**config.mk**
```make
export PLATFORM = sky130hd
export DESIGN_NAME = sample_slot_scheduler
export DESIGN_NICKNAME = d
export VERILOG_FILES = /design/src/rtl/sample_slot_scheduler.sv
export SDC_FILE = /design/constraint.sdc
export NUM_CORES = 1
export LEC_CHECK = 0
export ABC_CLOCK_PERIOD_IN_PS = 5970
export CORE_MARGIN = 2
export CORE_UTILIZATION = 30
export CTS_CLUSTER_SIZE = 20
export DETAILED_ROUTE_END_ITERATION = 6
export GPL_ROUTABILITY_DRIVEN = 1
export PLACE_DENSITY = 0.54
export SETUP_SLACK_MARGIN = 0.3
export SYNTH_ARGS = -nofsm -noshare
export SYNTH_HDL_FRONTEND = slang
export SYNTH_SLANG_ARGS = --single-unit
```
**constraint.sdc**
```tcl
create_clock -name clk -period 5.97 [get_ports clk]
set_input_delay 0.597 -clock clk [delete_from_list [all_inputs] [get_ports clk]]
set_output_delay 0.597 -clock clk [all_outputs]
set_load 0.05 [all_outputs]
```
**src/rtl/sample_slot_scheduler.sv**
```systemverilog
// Per-frame sample slot sequencer: requests both sources, collects with bounded wait, mixes, emits one sample.
// Optional build macro SAMPLE_SLOT_SAT_EN: saturate SUM mode instead of averaging.
module sample_slot_scheduler #(
  parameter int unsigned TIMEOUT = 1024,
  parameter int unsigned CNT_W   = 11
) (
  input  logic        clk,
  input  logic        reset_n,
  input  logic        new_frame,
  output logic        req,
  input  logic [15:0] a_sample,
  input  logic        a_ready,
  input  logic [15:0] b_sample,
  input  logic        b_ready,
  input  logic        mode_next,
  output logic [1:0]  mode,
  output logic [15:0] sample_out,
  output logic        sample_valid,
  output logic [1:0]  missed,
  output logic        overrun
);

  typedef enum logic [2:0] {S_IDLE, S_REQ, S_WAIT, S_MIX, S_OUT} state_t;
  typedef enum logic [1:0] {M_DRY, M_WET, M_SUM, M_MUTE} mode_t;

  state_t             state, state_nx;
  mode_t              mode_q, frame_mode;
  logic               got_a, got_b;
  logic [15:0]        cap_a, cap_b;
  logic [CNT_W-1:0]   cnt;

  logic               cap_en, got_a_now, got_b_now, need_a, need_b, done, timed_out;
  logic signed [16:0] sum17;
  logic [15:0]        sum16, mix_val;

  assign mode      = mode_q;
  assign cap_en    = (state == S_REQ) || (state == S_WAIT);
  assign got_a_now = got_a || (cap_en && a_ready);
  assign got_b_now = got_b || (cap_en && b_ready);
  assign need_a    = (frame_mode == M_DRY) || (frame_mode == M_SUM);
  assign need_b    = (frame_mode == M_WET) || (frame_mode == M_SUM);
  // a ready arriving on the completion cycle counts toward completion
  assign done      = (!need_a || got_a_now) && (!need_b || got_b_now);
  assign timed_out = (cnt == CNT_W'(TIMEOUT - 1));

  always_comb begin
    state_nx     = state;
    req          = 1'b0;
    sample_valid = 1'b0;
    unique case (state)
      S_IDLE: if (new_frame) state_nx = S_REQ;
      S_REQ: begin
        req      = 1'b1;
        state_nx = S_WAIT;
      end
      S_WAIT: if (done || timed_out) state_nx = S_MIX;
      S_MIX:  state_nx = S_OUT;
      S_OUT: begin
        sample_valid = 1'b1;
        state_nx     = S_IDLE;
      end
      default: state_nx = S_IDLE;
    endcase
  end

  // uncaptured samples are held at zero, so they substitute as silence
  always_comb begin
    sum17 = $signed({cap_a[15], cap_a}) + $signed({cap_b[15], cap_b});
`ifdef SAMPLE_SLOT_SAT_EN
    if (sum17[16] != sum17[15]) sum16 = sum17[16] ? 16'h8000 : 16'h7FFF;
    else                        sum16 = sum17[15:0];
`else
    sum16 = sum17[16:1];
`endif
    mix_val = '0;
    unique case (frame_mode)
      M_DRY:  mix_val = cap_a;
      M_WET:  mix_val = cap_b;
      M_SUM:  mix_val = sum16;
      M_MUTE: mix_val = '0;
      default: mix_val = '0;
    endcase
  end

  always_ff @(posedge clk or negedge reset_n) begin
    if (!reset_n) begin
      state      <= S_IDLE;
      mode_q     <= M_DRY;
      frame_mode <= M_DRY;
      got_a      <= 1'b0;
      got_b      <= 1'b0;
      cap_a      <= '0;
      cap_b      <= '0;
      cnt        <= '0;
      sample_out <= '0;
      missed     <= '0;
      overrun    <= 1'b0;
    end else begin
      state <= state_nx;
      if (mode_next) mode_q <= mode_t'(mode_q + 2'd1);
      if (new_frame && state != S_IDLE) overrun <= 1'b1;

      if (state == S_IDLE && new_frame) begin
        frame_mode <= mode_q;
        got_a      <= 1'b0;
        got_b      <= 1'b0;
        cap_a      <= '0;
        cap_b      <= '0;
        cnt        <= '0;
      end

      if (cap_en && a_ready && !got_a) begin
        cap_a <= a_sample;
        got_a <= 1'b1;
      end
      if (cap_en && b_ready && !got_b) begin
        cap_b <= b_sample;
        got_b <= 1'b1;
      end

      if (state == S_WAIT) cnt <= cnt + 1'b1;

      if (state == S_MIX) begin
        sample_out <= mix_val;
        missed     <= {need_b && !got_b, need_a && !got_a};
      end
    end
  end

endmodule

```
# After elaboration in Yosys (flattened, before gate mapping)
# Index checks and enable logic that the tools add are counted.
# Widths: inputs -> output; s select.
[word_totals] regBits=71 n_memories=0 input_bits=38 mem_bits_ro=0 mem_bits_rw=0 latch_bits=0 out_inout_bits=23
[op_classes] muxes=14 n_addsub=3 n_eq_ne=10 magnitude_cmp=0 mul=0 bitwise=0 div=0 n_reduce_logical=28 shifts=0
[op_table] op="$pmux 16 s4" n=1
[op_table] op="$mux 16" n=3
[op_table] op="$mux 11" n=2
[op_table] op="$add 16x16->17" n=1
[op_table] op="$pmux 3 s4" n=1
[op_table] op="$add 11x1->11 const B" n=1
[op_table] op="$eq 11x10->1 const B" n=1
[op_table] op="$logic_and 1x1->1" n=9
[op_table] op="$logic_or 1x1->1" n=8
[op_table] op="$eq 3x2->1 const B" n=2
[op_table] op="$mux 3" n=2
[op_table] op="$reduce_bool 2->1" n=3
[op_table] op="$mux 1" n=5
[op_table] op="$eq 2x2->1 const B" n=2
[op_table] op="$logic_not 1->1" n=4
[op_table] op="$eq 3x1->1 const B" n=1
[op_table] op="$eq 3x3->1 const B" n=1
[op_table] op="$logic_not 3->1" n=1
[op_table] op="$reduce_bool 3->1" n=1
[op_table] op="$add 2x1->2 const B" n=1
[op_table] op="$eq 2x1->1 const B" n=1
[op_table] op="$logic_not 2->1" n=1
[op_table] op="$ne 2x1->1 const B" n=1
[op_table] op="$ne 2x2->1 const B" n=1
[op_table] op="$reduce_and 2->1" n=1

# Logic depth before layout (Yosys ltp)
[depth] ltp_word=9 mapped_depth=9

# Least setup slack after synthesis
# Ideal clock, no wire load.
[synth_timing] kind="register -> output" startpoint="register state[1]" endpoint="output req" slack_ns=3.703 arrival_time_ns=1.670 path_stages_with_launch=3 t_required_ns=5.373 path_buffers=1 cell_sequence="dfrtp_1 -> buf_2 -> nor3b_1"
[synth_via] elab_chain_cells=2
[synth_rtl] element="start, declared" line="26" source="state_t state, state_nx;"
[synth_rtl] element="start signal, assigned" line="99" source="state <= state_nx;"
[synth_rtl] element="$eq 3x1->1" line="50" source="unique case (state)"
[synth_rtl] element="$mux 1" line="50"
[synth_rtl] element="end, declared" line="10" source="output logic req,"
# No other way between the ends.

# Final worst setup path
[layout_timing] startpoint="register frame_mode[1]" endpoint="register sample_out[13]"
[layout_via] elab_chain_cells=2
[layout_rtl] element="start, declared" line="27" source="mode_t mode_q, frame_mode;"
[layout_rtl] element="start signal, assigned" line="104" source="frame_mode <= mode_q;"
[layout_rtl] element="$eq 2x2->1 (tied with other cells)" line="76" source="unique case (frame_mode)"
[layout_rtl] element="$pmux 16 s4 *" line="76"
[layout_rtl] element="end signal, assigned" line="124" source="sample_out <= mix_val;"
[layout_rtl] element="end, declared" line="17" source="output logic [15:0] sample_out,"
# Mark *: on every way between the ends. The rest lies on a longest branch, timed or not.
# A chain may end at the register's enable or synchronous reset.

==> out/qor.csv <==
stage;metric;value;unit
power_and_ir_drop;seq_power_share;29.9;%
synthesis;synth.distinct_cells;57;
power_and_ir_drop;p_int;1.626;mW
run_status;outcome;completed;
timing;report.final.slew_viol_count;0;
worst_hold_path;hp-class;flop to flop;
floorplanning;ios;61;
cells_and_area;area_growth;25.47;%
synthesis;synth_ff_type;dfrtp_1;
worst_setup_path;path_max_fanout;18;
cells_and_area;finalNonFillerCells;693;
global_route;grt_usage;15.91;%
synthesis;yosysTopAreaCell;dfrtp_1;
synthesis;syn_nets;520;
cells_and_area;nets;571;
worst_setup_path;crit_chain;inv_1 > ha_1 > inv_1 > o21ai_4 > nor3b_1 > a2111oi_1 > nand2_1;
clock_network;post_cts.repair.setup_buffers;0;
worst_setup_path;cp_data_arrival_time;2.72;ns
power_and_ir_drop;p_clk_share;18.8;%
timing;rsz0062_at_grt;no;
global_route;grt_antenna_before_repair;0;
route;wl;10850;µm
clock_network;hold_buffers;0;
route;ant_nets;0;
clock_network;cts.clk_slew.worst_paths;0.06;ns
power_and_ir_drop;leakage;2.145;nW
power_and_ir_drop;switchingPower;1.407;mW
clock_network;cts_buffers;9;
synthesis;yosys_warnings;0;
route;num_vias;3583;
clock_network;insertion_delay;0.33;ns
timing;hold_violations;0;
timing;tightestPinTransition;1.157;ns
placement;io_buffers;60;
synthesis;synth_area;4073;µm²
floorplanning;rows;42;
worst_setup_path;cp_slowest_cell;ha_1;
clock_network;cts_buffer_depth;2;
synthesis;synth_area_leaders;dfrtp_1 (44%), nand2_1 (9.6%), o21ai_0 (6.8%), ha_1 (6.1%), a21oi_1 (2.2%);
clock_network;cts.sinks;71;
cells_and_area;n_antenna_cell;0;
worst_setup_path;path_common_cell;inv_1;
worst_setup_path;path_class;flop to flop;
worst_setup_path;worstSetupEndpointType;flop;
synthesis;synth.top_cell.area_share;43.63;%
clock_network;h-tree-depth;3;
floorplanning;core;13240;µm²
synthesis;ys_ff_latch;71;
global_route;grt_pass1_vias;3609;
worst_setup_path;worst-path-buf-inv;2;
timing;relSlewSlack;22.80;%
flow_run;cap_violations;0;
global_route;grt_max_degree;72;
floorplanning;die_area;14520;µm²
clock_network;cts_root_buffer;clkbuf_16;
cells_and_area;regArea;1777;µm²
timing;tns;0;ns
clock_network;post_cts_resize_count;0;
timing;max_freq;398.7;MHz
placement;place.gp.congestion;0.8702;
worst_setup_path;crit_path_start_kind;flop;
route;dr.pass1.iters;4;
route;initialDrtViolationCount;181;
synthesis;async_flop_share;100.0;%
worst_setup_path;cp_slowest_stage_delay;0.62;ns
synthesis;yosysSeqAreaShare;43.63;%
placement;hpwl;7756;µm
synthesis;synth_edf_count;0;
cells_and_area;drive_gt1_share;5.996;%
timing;finalSetupViolCount;0;
timing;skew;0.008194;ns
worst_setup_path;worstPathRequired;6.18;ns
cells_and_area;multi_input_area;2152;µm²
timing;fin_crit;2.508;ns
synthesis;synth_cells;461;
power_and_ir_drop;power_density;593.7;nW/µm²
route;drc;0;
floorplanning;die_y;120.5;µm
worst_setup_path;cp_top_family;adder cells;
global_route;grt_pass1_wl;18240;µm
clock_network;cts_tree;done;
cells_and_area;fillers;1354;
floorplanning;initial_core_util;30.75;%
power_and_ir_drop;combPwrFrac;51.4;%
power_and_ir_drop;peakVddDrop;240.5;µV
floorplanning;die_w;120.5;µm
global_route;overflow;0;
timing;fin_crit_sh;42.01;%
route;viasPerCell;5.170;
route;post_drt_wl_per_cell;15.65;µm
synthesis;syn_area_per_cell;8.834;µm²
placement;placed_cells;677;
power_and_ir_drop;swShare;46.39;%
routing by layer:
metal	part of all wire, %	vias to the layer above	track usage [%]
li1	-	1759	-
met3	4.5	14	2.075
met2	45	98	24.75
met5	0	-	0
met4	1.6	0	5.887
met1	49	1712	22.61
flip-flops by register name (all words and copies together), names as in the netlist:
name	flops
got_b	1
mode	2
state	3
cap_b	16
got_a	1
missed	2
cnt	11
sample_out	16
frame_mode	2
overrun	1
cap_a	16
layout make-up:
cell class | instances | area share (%)
multi-input combinational | 357 | 42.12
sequential | 71 | 34.77
timing repair buffer | 62 | 11.95
clock buffer | 12 | 4.628
tap | 176 | 4.309
clock inverter | 4 | 1.371
inverter | 11 | 0.8570
worst paths after layout:
path / from / cells past startpoint / slack (ns) / to
hold reg to reg: overrun / 1 / 0.48 / overrun
setup / recovery: frame_mode[1] / 7 / 3.46 / sample_out[13]
min in group asynchronous: reset_n / 2 / 0.49 / missed[0]
hold / removal: overrun / 1 / 0.48 / overrun
setup reg to reg: frame_mode[1] / 7 / 3.46 / sample_out[13]
max in group asynchronous: reset_n / 2 / 4.90 / cap_a[12]
stage by stage:
| stage | instance area [µm²] | hold slack, ns | util (%) | worst slack [ns] | power, mW |
|---|---|---|---|---|---|
| global placement | 4803 | 0.4640 | 36.27 | 3.540 | 2.433 |
| detailed placement | 4803 | 0.4609 | 36.27 | 3.434 | 2.459 |
| global route | 5110 | 0.5201 | 38.59 | 3.311 | 3.260 |
| finish | 5110 | 0.4776 | 38.59 | 3.462 | 3.034 |
| floorplan | 4073 | 0.3014 | - | 3.703 | 2.001 |
| CTS | 5110 | 0.4830 | 38.59 | 3.443 | 3.039 |
power by group through the flow:
stage	sequential [mW]	combinational [mW]	clock [mW]
global placement	0.910	1.52	0
CTS	0.905	1.55	0.581
floorplan	1.05	0.953	0
finish	0.906	1.56	0.570
detailed placement	0.910	1.55	0
global route	0.938	1.72	0.601
Yosys cell counts, types with 2 or more instances:
library cell and count:
a21o_1 4, a31oi_1 2, inv_1 10, nor2b_1 3, nor2_1 18, a221oi_1 6
nand2b_1 2, mux2_2 2, a21boi_0 2, and3_1 6, nand2_1 104, buf_2 8
mux2i_1 3, o21ai_1 17, o21bai_1 2, o31ai_1 8, a21oi_1 18, a211oi_1 5
a221o_1 6, clkbuf_1 13, o21a_1 7, xnor2_1 8, o211ai_1 5, nor2_2 3
o22ai_1 2, ha_1 20, xor2_1 2, dfrtp_1 71, nand4_1 4, o21ai_0 55
nor3b_1 5, or3_1 2, nor3_1 5, nand3_1 10
logic make-up after synthesis:
logic type                 share of synthesized area, %
buffers and inverters                             3.533
and+or+nand+nor                                   18.65
xor gates and xnor gates                          2.151
DFF                                               43.63
adders and majority gates                         6.636
AOI/OAI and AO/OA                                 24.12
muxes                                             1.290
placed cells by master, fill, tap and decap left out, types with 8 or more instances in the layout:
cell,n
dfrtp_1,71
o31ai_1,8
inv_1,10
ha_1,20
nand2_1,104
o21ai_1,17
o21ai_0,55
a21oi_1,18
clkdlybuf4s50_1,59
nand3_1,10
nor2_1,18
clkbuf_16,9
xnor2_1,8
No activity file was read; power rests on OpenSTA's default activity.
